[src/rtl/mchan_cmd_unpack.sv]
// MCHAN command unpacker: splits one queued 1D transfer command into bursts
// bounded by MAX_BURST_BYTES and, with MCHAN_UNPACK_BOUNDARY_EN, the external boundary.
module mchan_cmd_unpack #(
    parameter int MAX_BURST_BYTES = 256,
    parameter int BOUNDARY_LOG2   = 12,
    parameter int MCHAN_LEN_WIDTH = 17,
    parameter int MCHAN_OPC_WIDTH = 1,
    parameter int TRANS_SID_WIDTH = 2,
    parameter int TCDM_ADD_WIDTH  = 32,
    parameter int EXT_ADD_WIDTH   = 32,
    parameter int BURST_LEN_WIDTH = $clog2(MAX_BURST_BYTES)
) (
    input  logic                       clk_i,
    input  logic                       rst_ni,
    input  logic                       cmd_req_i,
    output logic                       cmd_gnt_o,
    input  logic [MCHAN_LEN_WIDTH-1:0] cmd_len_i,
    input  logic [MCHAN_OPC_WIDTH-1:0] cmd_opc_i,
    input  logic                       cmd_inc_i,
    input  logic [TRANS_SID_WIDTH-1:0] cmd_sid_i,
    input  logic [TCDM_ADD_WIDTH-1:0]  tcdm_add_i,
    input  logic [EXT_ADD_WIDTH-1:0]   ext_add_i,
    output logic                       tx_req_o,
    input  logic                       tx_gnt_i,
    output logic [BURST_LEN_WIDTH-1:0] tx_len_o,
    output logic [MCHAN_OPC_WIDTH-1:0] tx_opc_o,
    output logic [TRANS_SID_WIDTH-1:0] tx_sid_o,
    output logic [TCDM_ADD_WIDTH-1:0]  tx_tcdm_add_o,
    output logic [EXT_ADD_WIDTH-1:0]   tx_ext_add_o,
    output logic                       tx_last_o,
    output logic                       busy_o
);

    // Byte-count width wide enough for both rem+1 and the boundary distance
    localparam int CW = (MCHAN_LEN_WIDTH > BOUNDARY_LOG2) ? MCHAN_LEN_WIDTH + 1
                                                           : BOUNDARY_LOG2 + 1;

    typedef enum logic {IDLE, SPLIT} state_t;

    state_t                     state;
    logic [MCHAN_LEN_WIDTH-1:0] rem;
    logic [MCHAN_OPC_WIDTH-1:0] opc;
    logic [TRANS_SID_WIDTH-1:0] sid;
    logic                       inc;
    logic [TCDM_ADD_WIDTH-1:0]  tcdm_add;
    logic [EXT_ADD_WIDTH-1:0]   ext_add;

    logic [CW-1:0] avail;
    logic [CW-1:0] burst;
    logic          last_burst;

`ifdef MCHAN_UNPACK_BOUNDARY_EN
    localparam int BW = BOUNDARY_LOG2 + 1;
    logic [BW-1:0] to_bnd;
`endif

    always_comb begin
        avail = CW'(rem) + CW'(1);
        burst = avail;
        if (burst > CW'(MAX_BURST_BYTES))
            burst = CW'(MAX_BURST_BYTES);
`ifdef MCHAN_UNPACK_BOUNDARY_EN
        to_bnd = BW'(1 << BOUNDARY_LOG2) - {1'b0, ext_add[BOUNDARY_LOG2-1:0]};
        if (inc && (CW'(to_bnd) < burst))
            burst = CW'(to_bnd);
`endif
        last_burst = (burst == avail);
    end

    always_ff @(posedge clk_i or negedge rst_ni) begin
        if (!rst_ni) begin
            state    <= IDLE;
            rem      <= '0;
            opc      <= '0;
            sid      <= '0;
            inc      <= 1'b0;
            tcdm_add <= '0;
            ext_add  <= '0;
        end else begin
            case (state)
                IDLE: begin
                    if (cmd_req_i) begin
                        rem      <= cmd_len_i;
                        opc      <= cmd_opc_i;
                        sid      <= cmd_sid_i;
                        inc      <= cmd_inc_i;
                        tcdm_add <= tcdm_add_i;
                        ext_add  <= ext_add_i;
                        state    <= SPLIT;
                    end
                end
                SPLIT: begin
                    if (tx_gnt_i) begin
                        if (last_burst) begin
                            state <= IDLE;
                        end else begin
                            // burst < avail here, so rem cannot underflow
                            rem      <= rem - MCHAN_LEN_WIDTH'(burst);
                            tcdm_add <= tcdm_add + TCDM_ADD_WIDTH'(burst);
                            if (inc)
                                ext_add <= ext_add + EXT_ADD_WIDTH'(burst);
                        end
                    end
                end
                default: state <= IDLE;
            endcase
        end
    end

    assign cmd_gnt_o     = (state == IDLE);
    assign tx_req_o      = (state == SPLIT);
    assign busy_o        = (state == SPLIT);
    assign tx_len_o      = BURST_LEN_WIDTH'(burst - CW'(1));
    assign tx_last_o     = (state == SPLIT) && last_burst;
    assign tx_opc_o      = opc;
    assign tx_sid_o      = sid;
    assign tx_tcdm_add_o = tcdm_add;
    assign tx_ext_add_o  = ext_add;

endmodule

[config.mk]
export PLATFORM = sky130hd
export DESIGN_NAME = mchan_cmd_unpack
export DESIGN_NICKNAME = d
export VERILOG_FILES = /design/src/rtl/mchan_cmd_unpack.sv
export SDC_FILE = /design/constraint.sdc
export NUM_CORES = 1
export LEC_CHECK = 0
export ABC_CLOCK_PERIOD_IN_PS = 7800
export BUFFER_PORTS_ARGS = -buffer_cell sky130_fd_sc_hd__buf_2
export CAP_MARGIN = 30
export CORE_ASPECT_RATIO = 1.2
export CORE_UTILIZATION = 55
export CTS_CLUSTER_SIZE = 24
export DETAILED_ROUTE_END_ITERATION = 16
export GPL_ROUTABILITY_DRIVEN = 0
export GPL_TIMING_DRIVEN = 0
export PLACE_DENSITY = 0.82
export SETUP_SLACK_MARGIN = 0.2
export SLEW_MARGIN = 0
export SYNTH_ARGS = -nofsm -noshare
export SYNTH_HDL_FRONTEND = slang
export SYNTH_SLANG_ARGS = --single-unit
[constraint.sdc]
create_clock -name clk_i -period 7.8 [get_ports clk_i]
set_input_delay 0.78 -clock clk_i [delete_from_list [all_inputs] [get_ports clk_i]]
set_output_delay 0.78 -clock clk_i [all_outputs]
set_load 0.03 [all_outputs]
# == After elaboration in Yosys (flattened, before gate mapping) ==
# Cells that the tools add are included.
# word_totals
ff_bits,86
in_bits,89
out_inout_bits,79
word_cells,41
# op_classes
n_addsub,5
order_cmp,1
eq_ne,5
n_mux,18
bitwise_logic,1
reduce_logical,4
# ops
op,count
32-bit two-way mux,7
32-bit case mux with 2 select lines,2
32-bit by 18-bit adder with 32-bit output,2
17-bit two-way mux,3
17-bit case mux with 2 select lines,1
"17-bit by 1-bit adder with 18-bit output, second input constant",1
18-bit equality test,1
"18-bit by 9-bit greater-than comparator with 1-bit output, second input constant",1
18-bit two-way mux,1
17-bit subtractor,1
"8-bit by 1-bit subtractor with 8-bit output, second input constant",1
"2-bit != test, second input constant",3
4-bit AND reduction,1
1-bit two-way mux,3
3-bit AND reduction,1
"2-bit by 1-bit != test with 1-bit output, second input constant",1
1-bit case mux with 2 select lines,1
2-bit AND reduction,1
1-bit logical AND,1
1-bit NOT,1

# == Depth between registers and ports, before layout ==
# Gate-level depths: netlist (run 1).
# logic_depth
depth_word,8
depth_mapped,23
depth_no_buf,20

# == Worst setup path before layout (run 1) ==
# OpenSTA, ideal clock, no wires.
# synth_timing
path_type,register to register
startpoint,register rem[0]
endpoint,"register ext_add[24], in the netlist tx_ext_add_o[24]"
setup_time_ps,78
t_arrival_ps,5515
required_ps,7722
path_slack_ps,2208
stages_incl_launch_ff,22
n_path_buf,1
period_less_slack_ps,5592
cell_sequence,dfrtp_1 > ha_1 > and3_1 > and2_1 > a31o_2 > a21oi_2 > nor3_4 > clkbuf_1 > nand2b_1 > inv_1 > ha_1 > fa_1 > a21o_1 > a21o_1 > a2111oi_0 > nor4_1 > o311ai_0 > a21oi_1 > a41oi_1 > nor2_1 > mux2_2 > a21oi_1
# synth_via
elab_chain_len,8
word_cells_on_any_way,11
classes_between,2 x add/sub; 1 x order compare; 2 x eq/ne; 5 x mux; 1 x reduce/logical
# synth_rtl
item,line,source
start: declaration,41,logic [MCHAN_LEN_WIDTH-1:0] rem;
start signal: assignment,83,rem <= cmd_len_i;
start signal: assignment,98,rem <= rem - MCHAN_LEN_WIDTH'(burst);
17-bit by 1-bit adder with 18-bit output (*),58,avail = CW'(rem) + CW'(1);
18-bit by 9-bit greater-than comparator with 1-bit output,60,if (burst > CW'(MAX_BURST_BYTES))
18-bit two-way mux,60,
32-bit by 18-bit adder with 32-bit output,101,ext_add <= ext_add + EXT_ADD_WIDTH'(burst);
32-bit two-way mux,100,if (inc)
32-bit two-way mux,94,if (last_burst) begin
32-bit two-way mux,93,if (tx_gnt_i) begin
32-bit case mux with 2 select lines,80,case (state)
end signal: assignment,88,ext_add <= ext_add_i;
end signal: assignment,101,
end: declaration,46,logic [EXT_ADD_WIDTH-1:0] ext_add;
# Every way passes the cells marked *; elsewhere a longest branch is shown, timed or not. The select of a mux whose other input is x is not followed.
# A chain may end at the register's enable or synchronous reset.

# == Worst setup path in the final report (run 1) ==
# Same ends and word-level chain as after synthesis.

==> metrics.json, run 1 <==
{
  "detailed_place_hpwl": {"value": 17000, "unit": "µm"},
  "worstPathRequired": {"value": 8.07, "unit": "ns"},
  "first_pass_iters": {"value": 8},
  "slew_headroom": {"value": 29.1, "unit": "%"},
  "synthesis.area": {"value": 7180, "unit": "µm²"},
  "cp.arrival": {"value": 7.19, "unit": "ns"},
  "initial_utilization": {"value": 56.7, "unit": "%"},
  "post_drt_via_cell_ratio": {"value": 6.17},
  "share_of_yosys_cell_area_claimed_by_the_top_area_cell_type": {"value": 30.0, "unit": "%"},
  "detailed_route_iter0_violations": {"value": 570},
  "power.static_leakage": {"value": 4.24, "unit": "nW"},
  "die-width": {"value": 106, "unit": "µm"},
  "postCtsHoldBufs": {"value": 0},
  "synthCells": {"value": 890},
  "gr-total-overflow": {"value": 0},
  "worstMarginPinSlew": {"value": 1.04, "unit": "ns"},
  "worst_path_max_delay_cell": {"value": "sky130_fd_sc_hd__a2111oi_0"},
  "peakVddDrop": {"value": 0.000213, "unit": "V"},
  "clock-sinks": {"value": 86},
  "post_drt_wl_per_cell": {"value": 18.2, "unit": "µm"},
  "layout-drive-gt1-share": {"value": 19.7, "unit": "%"},
  "final_common_cell": {"value": "sky130_fd_sc_hd__buf_2"},
  "core_area": {"value": 12700, "unit": "µm²"},
  "max_clock_freq": {"value": 144, "unit": "MHz"},
  "timing.final.crit_period": {"value": 6.92, "unit": "ns"},
  "num-fill-cells": {"value": 1123},
  "placement_rows": {"value": 45},
  "max-cap-violations": {"value": 0},
  "number_of_enable_flip_flop_cells_after_synthesis": {"value": 0},
  "post_cts_setup_driven_buffer_insertion_count": {"value": 0},
  "timing.final.setup_violations": {"value": 0},
  "min_period_over_period": {"value": 88.7, "unit": "%"},
  "run_status": {"value": "complete, no violations"},
  "clk_lat_worst_skew": {"value": 0.35, "unit": "ns"},
  "ys_ff_latch": {"value": 86},
  "avgSynthCellArea": {"value": 8.07, "unit": "µm²"},
  "finalNetCount": {"value": 1217},
  "cts_max_level": {"value": 3},
  "die_area": {"value": 13500, "unit": "µm²"},
  "total_power_of_the_final_layout": {"value": 2.34, "unit": "mW"},
  "worst_setup_path_category": {"value": "reg2reg"},
  "synth_top_cell_by_area": {"value": "sky130_fd_sc_hd__dfrtp_1"},
  "class_of_the_worst_hold_path": {"value": "in2async"},
  "cts_buffer_depth": {"value": 2},
  "portBuffers": {"value": 167},
  "critPathLaunchType": {"value": "flop"},
  "async_set_or_reset_flop_fraction_in_the_synthesized_netlist": {"value": 100, "unit": "%"},
  "top_level_ports": {"value": 168},
  "report.final.hold_viol_count": {"value": 0},
  "cts_repair_resize_count": {"value": 0},
  "critical_path_buf_inv_count": {"value": 3},
  "slew_violations": {"value": 0},
  "mostFrequentLayoutCells": {"value": "sky130_fd_sc_hd__buf_2, sky130_fd_sc_hd__nand2_1, sky130_fd_sc_hd__a21oi_1"},
  "path_delay_family": {"value": "compound AO/OA/AOI/OAI gates"},
  "power.density_cell_area": {"value": 272, "unit": "nW/µm²"},
  "cts.reportedPaths.clkPinSlew": {"value": 0.07, "unit": "ns"},
  "critical_path.cell_chain": {"value": "ha_1 -> buf_2 -> nand4_1 -> a2bb2oi_1 -> a311oi_1 -> a21oi_2 -> or3_1 -> clkbuf_1 -> clkbuf_1 -> nor2_1 -> ha_1 -> a21o_1 -> a21o_1 -> a2111oi_0 -> nor4_1 -> o311ai_0 -> a21oi_1 -> a41oi_1 -> nor2_1 -> mux2_2 -> a21oi_1"},
  "grt_first_pass_wirelength": {"value": 36200, "unit": "µm"},
  "critical_path.endpoint_type": {"value": "flop"},
  "grt_start_max_net_pins": {"value": 61},
  "wl": {"value": 22900, "unit": "µm"},
  "grt_pass1_vias": {"value": 7397},
  "tritoncts": {"value": "yes"},
  "rsz0062_at_grt": {"value": "false"},
  "synthTopCellsByArea": {"value": "sky130_fd_sc_hd__dfrtp_1, sky130_fd_sc_hd__a21oi_1, sky130_fd_sc_hd__ha_1"},
  "crit_path_max_cell_delay": {"value": 0.93, "unit": "ns"},
  "die_height": {"value": 127, "unit": "µm"},
  "clk_root_buffer_cell": {"value": "sky130_fd_sc_hd__clkbuf_16"},
  "route.vias.total": {"value": 7754},
  "clock_skew": {"value": 0.0110, "unit": "ns"},
  "ys_seq_area_share": {"value": 30.0, "unit": "%"},
  "grt_antenna_before_repair": {"value": 1},
  "grt_util_all_layers": {"value": 34.0, "unit": "%"},
  "drt_drc_violations_left": {"value": 0},
  "synth_top_flop_cell": {"value": "sky130_fd_sc_hd__dfrtp_1"},
  "setup_total_negative_slack": {"value": 0, "unit": "ns"},
  "cts-buffers-inserted": {"value": 9},
  "yosysUniqueCellTypes": {"value": 76},
  "layout-area-overhead-vs-synth": {"value": 19.8, "unit": "%"},
  "drtAntennaViolNets": {"value": 0},
  "yosys_warnings": {"value": 0},
  "timing.critical_path.fanout_max": {"value": 10}
}
-- through the flow --
stage | setup slack (ns) | hold slack, ns | util, % | area [µm²] | cells
floorplan | 2.21 | 0.484 | - | 7250 | 907
global route | 0.415 | 0.378 | 67.9 | 8600 | 1255
global placement | 1.30 | 0.455 | 65.4 | 8290 | 1238
detailed placement | 1.26 | 0.460 | 65.7 | 8320 | 1239
finish | 0.879 | 0.353 | 67.9 | 8610 | 1256
CTS | 0.996 | 0.372 | 67.9 | 8600 | 1255
-- state kept, by name, summed over array words and instances (netlist names) --
name and count:
busy_o 1, tx_sid_o 2, tx_tcdm_add_o 32, tx_opc_o 1
tx_ext_add_o 32, inc 1, rem 17
-- cell type report --
type / instances / area, µm² / share of cell area, %
multi-input combinational: 745 / 4780 / 55.5
timing repair buffer: 168 / 866 / 10.1
sequential: 86 / 2150 / 25.0
clock buffer: 10 / 239 / 2.78
buffer: 53 / 233 / 2.70
tap: 164 / 205 / 2.38
clock inverter: 6 / 45.0 / 0.523
antenna: 1 / 2.50 / 0.0291
inverter: 23 / 86.3 / 1.00
-- path summary, 6_finish.rpt --
path / from / endpoint / slack (ns) / cells past startpoint
min: rst_ni / tx_ext_add_o[12] / 0.35 / 1
max: rem[0] / tx_ext_add_o[24] / 0.88 / 21
min in group clk_i: tx_opc_o / tx_opc_o / 0.47 / 2
max in group asynchronous: rst_ni / rem[7] / 6.82 / 2
max reg2reg: rem[0] / tx_ext_add_o[24] / 0.88 / 21
min reg2reg: tx_opc_o / tx_opc_o / 0.47 / 2
-- cells in the mapped netlist, drive strengths merged, types with 3 or more instances --
master    n
a211oi    4
a21boi    8
a21o     18
a21oi   103
a221oi    4
a311oi    4
a31o      5
a31oi     9
and2      6
and3     23
buf      12
clkbuf   41
dfrtp    86
ha       40
inv      23
mux2i    46
nand2   106
nand2b    7
nand3    23
nand4    10
nor2     66
nor2b     6
nor3     14
nor3b     3
nor4      6
o21a      7
o21ai    61
o21bai    4
o22ai    28
o31ai     7
o32ai     3
o41ai     3
or2       8
or3      12
or4       4
xnor2    30
xor2     15
-- cell families (layout without fill, tap and decap cells) --
kind of cell	count (synthesis)	after routing	synth area share, %
AO/OA/AOI/OAI	295	295	26.0
buffers and inverters	76	260	4.44
XOR/XNOR	45	45	5.49
AND/OR/NAND/NOR	298	298	20.0
adder cells (fa/ha/maj)	42	42	7.52
other	1	19	0.0522
flip-flops	86	86	30.0
multiplexers	47	47	6.57
-- routing by layer --
metal	track usage (%)	share of wire (%)	up-vias
met4	16.7	4.2	0
li1	-	-	3643
met2	57.1	48	429
met5	0	0	-
met1	41.5	39	3608
met3	7.04	9.1	74
-- where the power goes --
part | internal [mW] | total [mW] | switching (mW)
clock network | 0.227 | 0.429 | 0.202
registers | 0.556 | 0.674 | 0.118
logic | 0.468 | 1.24 | 0.771
(Power assumes the default switching activity.)
==> run 2, diff against run 1 <==
Settings changed: ABC_AREA from default to 1.
==> run 2 against run 1 <==
  * Combinational power up 87%
  * Clock power up 3%
  * First-iteration DRC count up 19%
  * Worst hold slack worse by 0.042 ns
  * Clock skew about the same
  * Synthesized cell count up 26%
  * Critical endpoint is now tx_tcdm_add_o[31]
  * Global-route usage up 2.2 points
  * Non-clock buffer count down 13
  * Register-to-register slack better by 1.6 ns
  * Wire length up 8.9%
  * Largest power group unchanged
  * Die area up 4.3%
  * Flip-flop and latch count unchanged
  * Critical path type unchanged
==> metrics.json, run 2 <==
{
  "run_status": {"value": "complete, no violations"},
  "postCtsHoldBufs": {"value": 0},
  "fin_area": {"value": 8930, "unit": "µm²"},
  "share_of_yosys_cell_area_claimed_by_the_top_area_cell_type": {"value": 28.7, "unit": "%"},
  "detailed_route_iter0_violations": {"value": 681},
  "yosysUniqueCellTypes": {"value": 47},
  "timing.critical_path.fanout_max": {"value": 10},
  "detailed_place_hpwl": {"value": 19200, "unit": "µm"},
  "slew_headroom": {"value": 51.9, "unit": "%"},
  "power.density_cell_area": {"value": 406, "unit": "nW/µm²"},
  "min_period_over_period": {"value": 67.6, "unit": "%"},
  "post_cts_setup_driven_buffer_insertion_count": {"value": 0},
  "route.vias.total": {"value": 8648},
  "synthTopCellsByArea": {"value": "sky130_fd_sc_hd__dfrtp_1, sky130_fd_sc_hd__nand2_1, sky130_fd_sc_hd__o21ai_0"},
  "async_set_or_reset_flop_fraction_in_the_synthesized_netlist": {"value": 100, "unit": "%"},
  "mostFrequentLayoutCells": {"value": "sky130_fd_sc_hd__nand2_1, sky130_fd_sc_hd__buf_2, sky130_fd_sc_hd__nor2_1"},
  "cts.reportedPaths.clkPinSlew": {"value": 0.07, "unit": "ns"},
  "grt_pass1_vias": {"value": 8415},
  "worstMarginPinSlew": {"value": 0.722, "unit": "ns"},
  "worst_setup_path_startpoint": {"value": "rem[1]"},
  "ys_ff_latch": {"value": 86},
  "grt_antenna_before_repair": {"value": 0},
  "cts-buffers-inserted": {"value": 9},
  "cts_max_level": {"value": 3},
  "place_area": {"value": 8640, "unit": "µm²"},
  "detailedPlace.worstSlack": {"value": 2.68, "unit": "ns"},
  "synth_top_cell_by_area": {"value": "sky130_fd_sc_hd__dfrtp_1"},
  "ys_seq_area_share": {"value": 28.7, "unit": "%"},
  "max_clock_freq": {"value": 190, "unit": "MHz"},
  "first_pass_iters": {"value": 6},
  "finalNonFillerCells": {"value": 1488},
  "layout-area-overhead-vs-synth": {"value": 19.1, "unit": "%"},
  "peakVddDrop": {"value": 0.000246, "unit": "V"},
  "synthMostInstantiatedCell": {"value": "sky130_fd_sc_hd__nand2_1"},
  "critical_path.most_common_cell": {"value": "sky130_fd_sc_hd__nand2_1"},
  "portBuffers": {"value": 167},
  "top_level_ports": {"value": 168},
  "grt_start_max_net_pins": {"value": 68},
  "avgSynthCellArea": {"value": 6.70, "unit": "µm²"},
  "clk_root_buffer_cell": {"value": "sky130_fd_sc_hd__clkbuf_16"},
  "crit-reg2reg-launch": {"value": "rem[1]"},
  "worstPathRequired": {"value": 8.08, "unit": "ns"},
  "layout-drive-gt1-share": {"value": 18.8, "unit": "%"},
  "worst_path_max_delay_cell": {"value": "sky130_fd_sc_hd__dfrtp_1"},
  "drtAntennaViolNets": {"value": 0},
  "crit_path_max_cell_delay": {"value": 0.50, "unit": "ns"},
  "class_of_the_worst_hold_path": {"value": "in2async"},
  "post_drt_wl_per_cell": {"value": 16.7, "unit": "µm"},
  "synth_top_flop_cell": {"value": "sky130_fd_sc_hd__dfrtp_1"},
  "clk_lat_worst_skew": {"value": 0.36, "unit": "ns"},
  "initial_utilization": {"value": 56.7, "unit": "%"},
  "path_delay_family": {"value": "simple AND/OR/NAND/NOR gates"},
  "clock-sinks": {"value": 86},
  "grt_util_all_layers": {"value": 36.2, "unit": "%"},
  "die_area": {"value": 14100, "unit": "µm²"},
  "critical_path.endpoint_type": {"value": "flop"},
  "gr-total-overflow": {"value": 0},
  "core_area": {"value": 13200, "unit": "µm²"},
  "synthesis.area": {"value": 7500, "unit": "µm²"},
  "grt_first_pass_wirelength": {"value": 39600, "unit": "µm"},
  "wl": {"value": 24900, "unit": "µm"},
  "critical_path_buf_inv_count": {"value": 2},
  "finalNetCount": {"value": 1446},
  "setup_total_negative_slack": {"value": 0, "unit": "ns"},
  "critPathLaunchType": {"value": "flop"},
  "cp.arrival": {"value": 5.55, "unit": "ns"},
  "total_power_of_the_final_layout": {"value": 3.63, "unit": "mW"},
  "report.final.hold_viol_count": {"value": 0},
  "max-cap-violations": {"value": 0},
  "cts_repair_resize_count": {"value": 0},
  "number_of_enable_flip_flop_cells_after_synthesis": {"value": 0},
  "tritoncts": {"value": "yes"},
  "timing.final.setup_violations": {"value": 0},
  "power.static_leakage": {"value": 4.47, "unit": "nW"},
  "cts_buffer_depth": {"value": 2},
  "yosys_warnings": {"value": 0},
  "timing.final.crit_period": {"value": 5.27, "unit": "ns"},
  "placement_rows": {"value": 46},
  "placed_cells_incl_taps": {"value": 1472},
  "smallest_setup_slack_after_layout": {"value": 2.53, "unit": "ns"},
  "die_height": {"value": 130, "unit": "µm"},
  "die-width": {"value": 109, "unit": "µm"},
  "synthCells": {"value": 1119},
  "diodes": {"value": 0},
  "drt_drc_violations_left": {"value": 0},
  "final_common_cell": {"value": "sky130_fd_sc_hd__nand2_1"},
  "slew_violations": {"value": 0},
  "rsz0062_at_grt": {"value": "false"},
  "post_drt_via_cell_ratio": {"value": 5.81},
  "clock_skew": {"value": 0.0108, "unit": "ns"},
  "worst_setup_path_category": {"value": "reg2reg"},
  "synth.top_cells.by_count": {"value": "sky130_fd_sc_hd__nand2_1, sky130_fd_sc_hd__nor2_1, sky130_fd_sc_hd__o21ai_0"}
}
run 2: cell count changes in the layout (fill, tap and decap cells not counted), sizes merged, moves of 12 or more:
cell | before | now
nand2 | 106 | 280
nand3 | 23 | 64
a21oi | 103 | 86
xor2 | 15 | 33
and3 | 23 | 1
clkbuf | 51 | 32
xnor2 | 30 | 15
or3 | 12 | 0
mux2i | 46 | 0
nor2 | 66 | 135
inv | 24 | 100
a21o | 18 | 4
o21ai | 61 | 128
run 2: layout make-up:
type                       instances  area, µm²
buffer                            40        189
fill                            1257       4310
tap                              168        210
inverter                          99        372
clock buffer                      11        233
timing repair buffer             168        866
multi-input combinational        911       4850
clock inverter                     5       58.8
sequential                        86       2150
run 2: final timing paths:
check / endpoint / slack (ns) / cells after the start
max: tx_tcdm_add_o[31] / 2.53 / 26
min: rem[2] / 0.31 / 1
max reg2reg: tx_tcdm_add_o[31] / 2.53 / 26
min reg2reg: tx_sid_o[1] / 0.50 / 1
max in group asynchronous: tx_tcdm_add_o[7] / 6.84 / 2
min in group clk_i: tx_sid_o[1] / 0.50 / 1
run 2: stage by stage:
step | util [%] | hold slack [ns]
floorplan | - | 0.484
finish | 67.5 | 0.311
CTS | 67.5 | 0.326
global route | 67.5 | 0.341
detailed placement | 65.3 | 0.489
global placement | 65.0 | 0.483
run 2: power breakdown:
group	internal, mW	leakage, nW	switching (mW)	total [mW]
logic	0.778	3.28	1.55	2.32
registers	0.638	1.05	0.221	0.859
clock network	0.249	0.136	0.193	0.443
total	1.67	4.47	1.96	3.63
run 2: routing by layer:
| metal | global-route usage [%] | part of all wire [%] | up-vias |
|---|---|---|---|
| met5 | 0 | 0 | - |
| met4 | 21.9 | 5.6 | 0 |
| met3 | 6.49 | 8.2 | 108 |
| met2 | 62.1 | 48 | 428 |
| met1 | 41.8 | 38 | 3970 |
| li1 | - | - | 4142 |
run 2: logic make-up after synthesis:
logic type | count (synthesis) | synth area share [%]
AOI/OAI and AO/OA | 278 | 20.7
muxes | 4 | 0.601
other | 1 | 0.0500
DFF | 86 | 28.7
xor gates and xnor gates | 48 | 5.61
and+or+nand+nor | 521 | 29.7
buffers and inverters | 139 | 7.47
adders and majority gates | 42 | 7.21
==> run 3, diff against run 2 <==
Settings changed: ABC_CLOCK_PERIOD_IN_PS 7800 to 4270, CORE_UTILIZATION 55 to 51, PLACE_DENSITY 0.82 to 0.8.
Clock period 7.8 ns to 4.27 ns, I/O delays scaled along.
==> run 3 against run 2 <==
  * Fmax up 31%
  * Register-to-register slack worse by 2.3 ns
  * Worst hold slack worse by 0.012 ns
  * Non-clock buffer count up 30
  * Largest power group unchanged
  * Clock-buffer cell count down 1
  * Flip-flop and latch count unchanged
  * Critical path depth unchanged
==> metrics.json, run 3 (synthesized netlist as in run 2, its figures left out) <==
{
  "clkPwrFrac": {"value": 11.1, "unit": "%"},
  "grt_antenna_before_repair": {"value": 1},
  "critical_path_buf_inv_count": {"value": 2},
  "die-width": {"value": 113, "unit": "µm"},
  "rsz0062_at_grt": {"value": "true"},
  "worst_setup_path_category": {"value": "reg2reg"},
  "critical_path.most_common_cell": {"value": "sky130_fd_sc_hd__nor2_4"},
  "slew_headroom": {"value": 48.4, "unit": "%"},
  "critPathLaunchType": {"value": "flop"},
  "clk_root_buffer_cell": {"value": "sky130_fd_sc_hd__clkbuf_16"},
  "finalNonFillerCells": {"value": 1524},
  "grt_util_all_layers": {"value": 34.0, "unit": "%"},
  "class_of_the_worst_hold_path": {"value": "in2reg"},
  "initial_utilization": {"value": 52.2, "unit": "%"},
  "setup_total_negative_slack": {"value": 0, "unit": "ns"},
  "detailed_route_iter0_violations": {"value": 736},
  "first_pass_iters": {"value": 8},
  "multi_input_area": {"value": 5180, "unit": "µm²"},
  "report.final.hold_viol_count": {"value": 0},
  "worstPathRequired": {"value": 4.56, "unit": "ns"},
  "grt_first_pass_wirelength": {"value": 40400, "unit": "µm"},
  "peakVddDrop": {"value": 0.000366, "unit": "V"},
  "timing.final.setup_violations": {"value": 0},
  "hold_slack": {"value": 0.299, "unit": "ns"},
  "drt_drc_violations_left": {"value": 0},
  "top_level_ports": {"value": 168},
  "timing.critical_path.fanout_max": {"value": 6},
  "path_delay_family": {"value": "simple AND/OR/NAND/NOR gates"},
  "max_clock_freq": {"value": 248, "unit": "MHz"},
  "num-fill-cells": {"value": 1275},
  "worstMarginPinSlew": {"value": 0.773, "unit": "ns"},
  "die_area": {"value": 15200, "unit": "µm²"},
  "placed_cells_incl_taps": {"value": 1479},
  "clk_lat_worst_skew": {"value": 0.36, "unit": "ns"},
  "detailed_place_hpwl": {"value": 19100, "unit": "µm"},
  "layout-drive-gt1-share": {"value": 25.1, "unit": "%"},
  "cts-buffers-inserted": {"value": 9},
  "clock-sinks": {"value": 86},
  "power.density_cell_area": {"value": 740, "unit": "nW/µm²"},
  "placement_rows": {"value": 48},
  "wl": {"value": 26500, "unit": "µm"},
  "power.static_leakage": {"value": 4.69, "unit": "nW"},
  "core_area": {"value": 14400, "unit": "µm²"},
  "grt_start_max_net_pins": {"value": 68},
  "tritoncts": {"value": "yes"},
  "hold-path-cell-count": {"value": 2},
  "switching_share_of_power": {"value": 54.2, "unit": "%"},
  "layout-area-overhead-vs-synth": {"value": 26.9, "unit": "%"},
  "route.vias.total": {"value": 8968},
  "ff2ff_path_depth": {"value": 26},
  "clock_skew": {"value": 0.0124, "unit": "ns"},
  "post_drt_via_cell_ratio": {"value": 5.88},
  "cp.arrival": {"value": 4.33, "unit": "ns"},
  "diodes": {"value": 0},
  "gate_power_share": {"value": 66.2, "unit": "%"},
  "timing.final.crit_period": {"value": 4.04, "unit": "ns"},
  "final_common_cell": {"value": "sky130_fd_sc_hd__nand2_1"},
  "finalNetCount": {"value": 1476},
  "max-cap-violations": {"value": 0},
  "cts_buffer_depth": {"value": 2},
  "die_height": {"value": 135, "unit": "µm"},
  "p_sw": {"value": 3.81, "unit": "mW"},
  "run_status": {"value": "complete, no violations"},
  "gr-total-overflow": {"value": 0},
  "critical_path.endpoint_type": {"value": "flop"},
  "portBuffers": {"value": 167},
  "drtAntennaViolNets": {"value": 0},
  "ff_latch_area": {"value": 2160, "unit": "µm²"},
  "cts.reportedPaths.clkPinSlew": {"value": 0.07, "unit": "ns"},
  "mostFrequentLayoutCells": {"value": "sky130_fd_sc_hd__nand2_1, sky130_fd_sc_hd__buf_2, sky130_fd_sc_hd__nor2_1"},
  "min_period_over_period": {"value": 94.5, "unit": "%"},
  "power.internal": {"value": 3.22, "unit": "mW"},
  "cts_max_level": {"value": 3},
  "p_seq_share": {"value": 22.7, "unit": "%"},
  "post_drt_wl_per_cell": {"value": 17.4, "unit": "µm"},
  "worst_path_max_delay_cell": {"value": "sky130_fd_sc_hd__dfrtp_1"},
  "slew_violations": {"value": 0},
  "crit_path_max_cell_delay": {"value": 0.42, "unit": "ns"},
  "critical_path_depth": {"value": 26},
  "grt_pass1_vias": {"value": 8472}
}
==> run 3: cell types whose count changed in the layout (fill, tap and decap cells not counted), moves of 7 or more <==
cell | previous run | this run
sky130_fd_sc_hd__nor2_4 | 2 | 9
sky130_fd_sc_hd__nand2_1 | 265 | 255
sky130_fd_sc_hd__buf_4 | 3 | 29
sky130_fd_sc_hd__ha_4 | 0 | 7
sky130_fd_sc_hd__ha_1 | 40 | 32
sky130_fd_sc_hd__nand3_1 | 63 | 56
sky130_fd_sc_hd__o21ai_0 | 103 | 90
sky130_fd_sc_hd__o21ai_1 | 19 | 26
sky130_fd_sc_hd__inv_1 | 91 | 84
==> run 3: path summary, 6_finish.rpt <==
| kind | slack (ns) | endpoint | from |
|---|---|---|---|
| setup / recovery | 0.23 | tx_tcdm_add_o[16] | rem[0] |
| hold / removal | 0.30 | tx_opc_o | cmd_opc_i |
| setup reg to reg | 0.23 | tx_tcdm_add_o[16] | rem[0] |
| hold reg to reg | 0.51 | tx_sid_o[1] | tx_sid_o[1] |
| max in group asynchronous | 3.09 | tx_ext_add_o[6] | rst_ni |
| min in group asynchronous | 0.51 | tx_tcdm_add_o[0] | rst_ni |
==> run 3: power groups by stage <==
stage / clock network [mW] / logic [mW] / registers (mW)
floorplan: 0 / 2.63 / 1.98
global placement: 0 / 4.04 / 1.56
detailed placement: 0 / 4.12 / 1.57
CTS: 0.777 / 4.25 / 1.55
global route: 0.810 / 5.12 / 1.62
finish: 0.781 / 4.66 / 1.59
==> run 3: through the flow <==
stage                     instance area, µm²  setup WS, ns  utilization (%)  power [mW]
after floorplan                         7560         0.265                -        4.61
after global placement                  8620        -0.690             60.0        5.60
after detailed placement                8650        -0.725             60.3        5.68
after CTS                               9090         0.210             63.3        6.58
after global routing                    9520        0.0145             66.3        7.56
final                                   9520         0.234             66.3        7.04
==> run 3: what timing repair did <==
action | CTS | global route
setup buffers | 4 | 25
endpoints found under the setup margin | 28 | 37
resized for setup | 31 | 70
endpoints found under the hold margin | 19 | 0
hold buffers | 1 | 0
pin swaps | 3 | 32
==> run 3: layout make-up <==
class	count	area share, %
inverters	99	3.96
well taps	175	2.30
plain buffers	40	2.13
clock inverters	5	0.368
flip-flops and latches	86	22.7
clock buffers	10	2.51
repair buffers	198	11.6
multi-input cells	911	54.5
==> run 3: worst reg2reg max path, cell delays in order, from the launching register on <==
cell and delay [ns]:
sky130_fd_sc_hd__dfrtp_1 0.42, sky130_fd_sc_hd__ha_4 0.21, sky130_fd_sc_hd__nand2_4 0.07, sky130_fd_sc_hd__nor2_4 0.19, sky130_fd_sc_hd__nand2_4 0.10, sky130_fd_sc_hd__o21ai_1 0.13
sky130_fd_sc_hd__nand2_1 0.10, sky130_fd_sc_hd__nor2_4 0.13, sky130_fd_sc_hd__nand3_4 0.12, sky130_fd_sc_hd__nor2_8 0.19, sky130_fd_sc_hd__inv_4 0.07, sky130_fd_sc_hd__nor2_4 0.17
sky130_fd_sc_hd__ha_4 0.17, sky130_fd_sc_hd__fa_2 0.27, sky130_fd_sc_hd__nand3_2 0.09, sky130_fd_sc_hd__nand2_2 0.07, sky130_fd_sc_hd__a21oi_1 0.06, sky130_fd_sc_hd__o21ai_1 0.22
sky130_fd_sc_hd__inv_1 0.09, sky130_fd_sc_hd__o21ai_2 0.19, sky130_fd_sc_hd__nand3_2 0.09, sky130_fd_sc_hd__nand2_2 0.11, sky130_fd_sc_hd__a31oi_4 0.11, sky130_fd_sc_hd__o21bai_1 0.20
sky130_fd_sc_hd__xor2_1 0.16, sky130_fd_sc_hd__nand2_1 0.07, sky130_fd_sc_hd__a21oi_1 0.17
==> run 3: layer usage <==
metal	track usage (%)	routed length, µm
met4	21.3	1610
met3	4.98	2280
met2	58.5	12700
met5	0	0
met1	39.8	9940
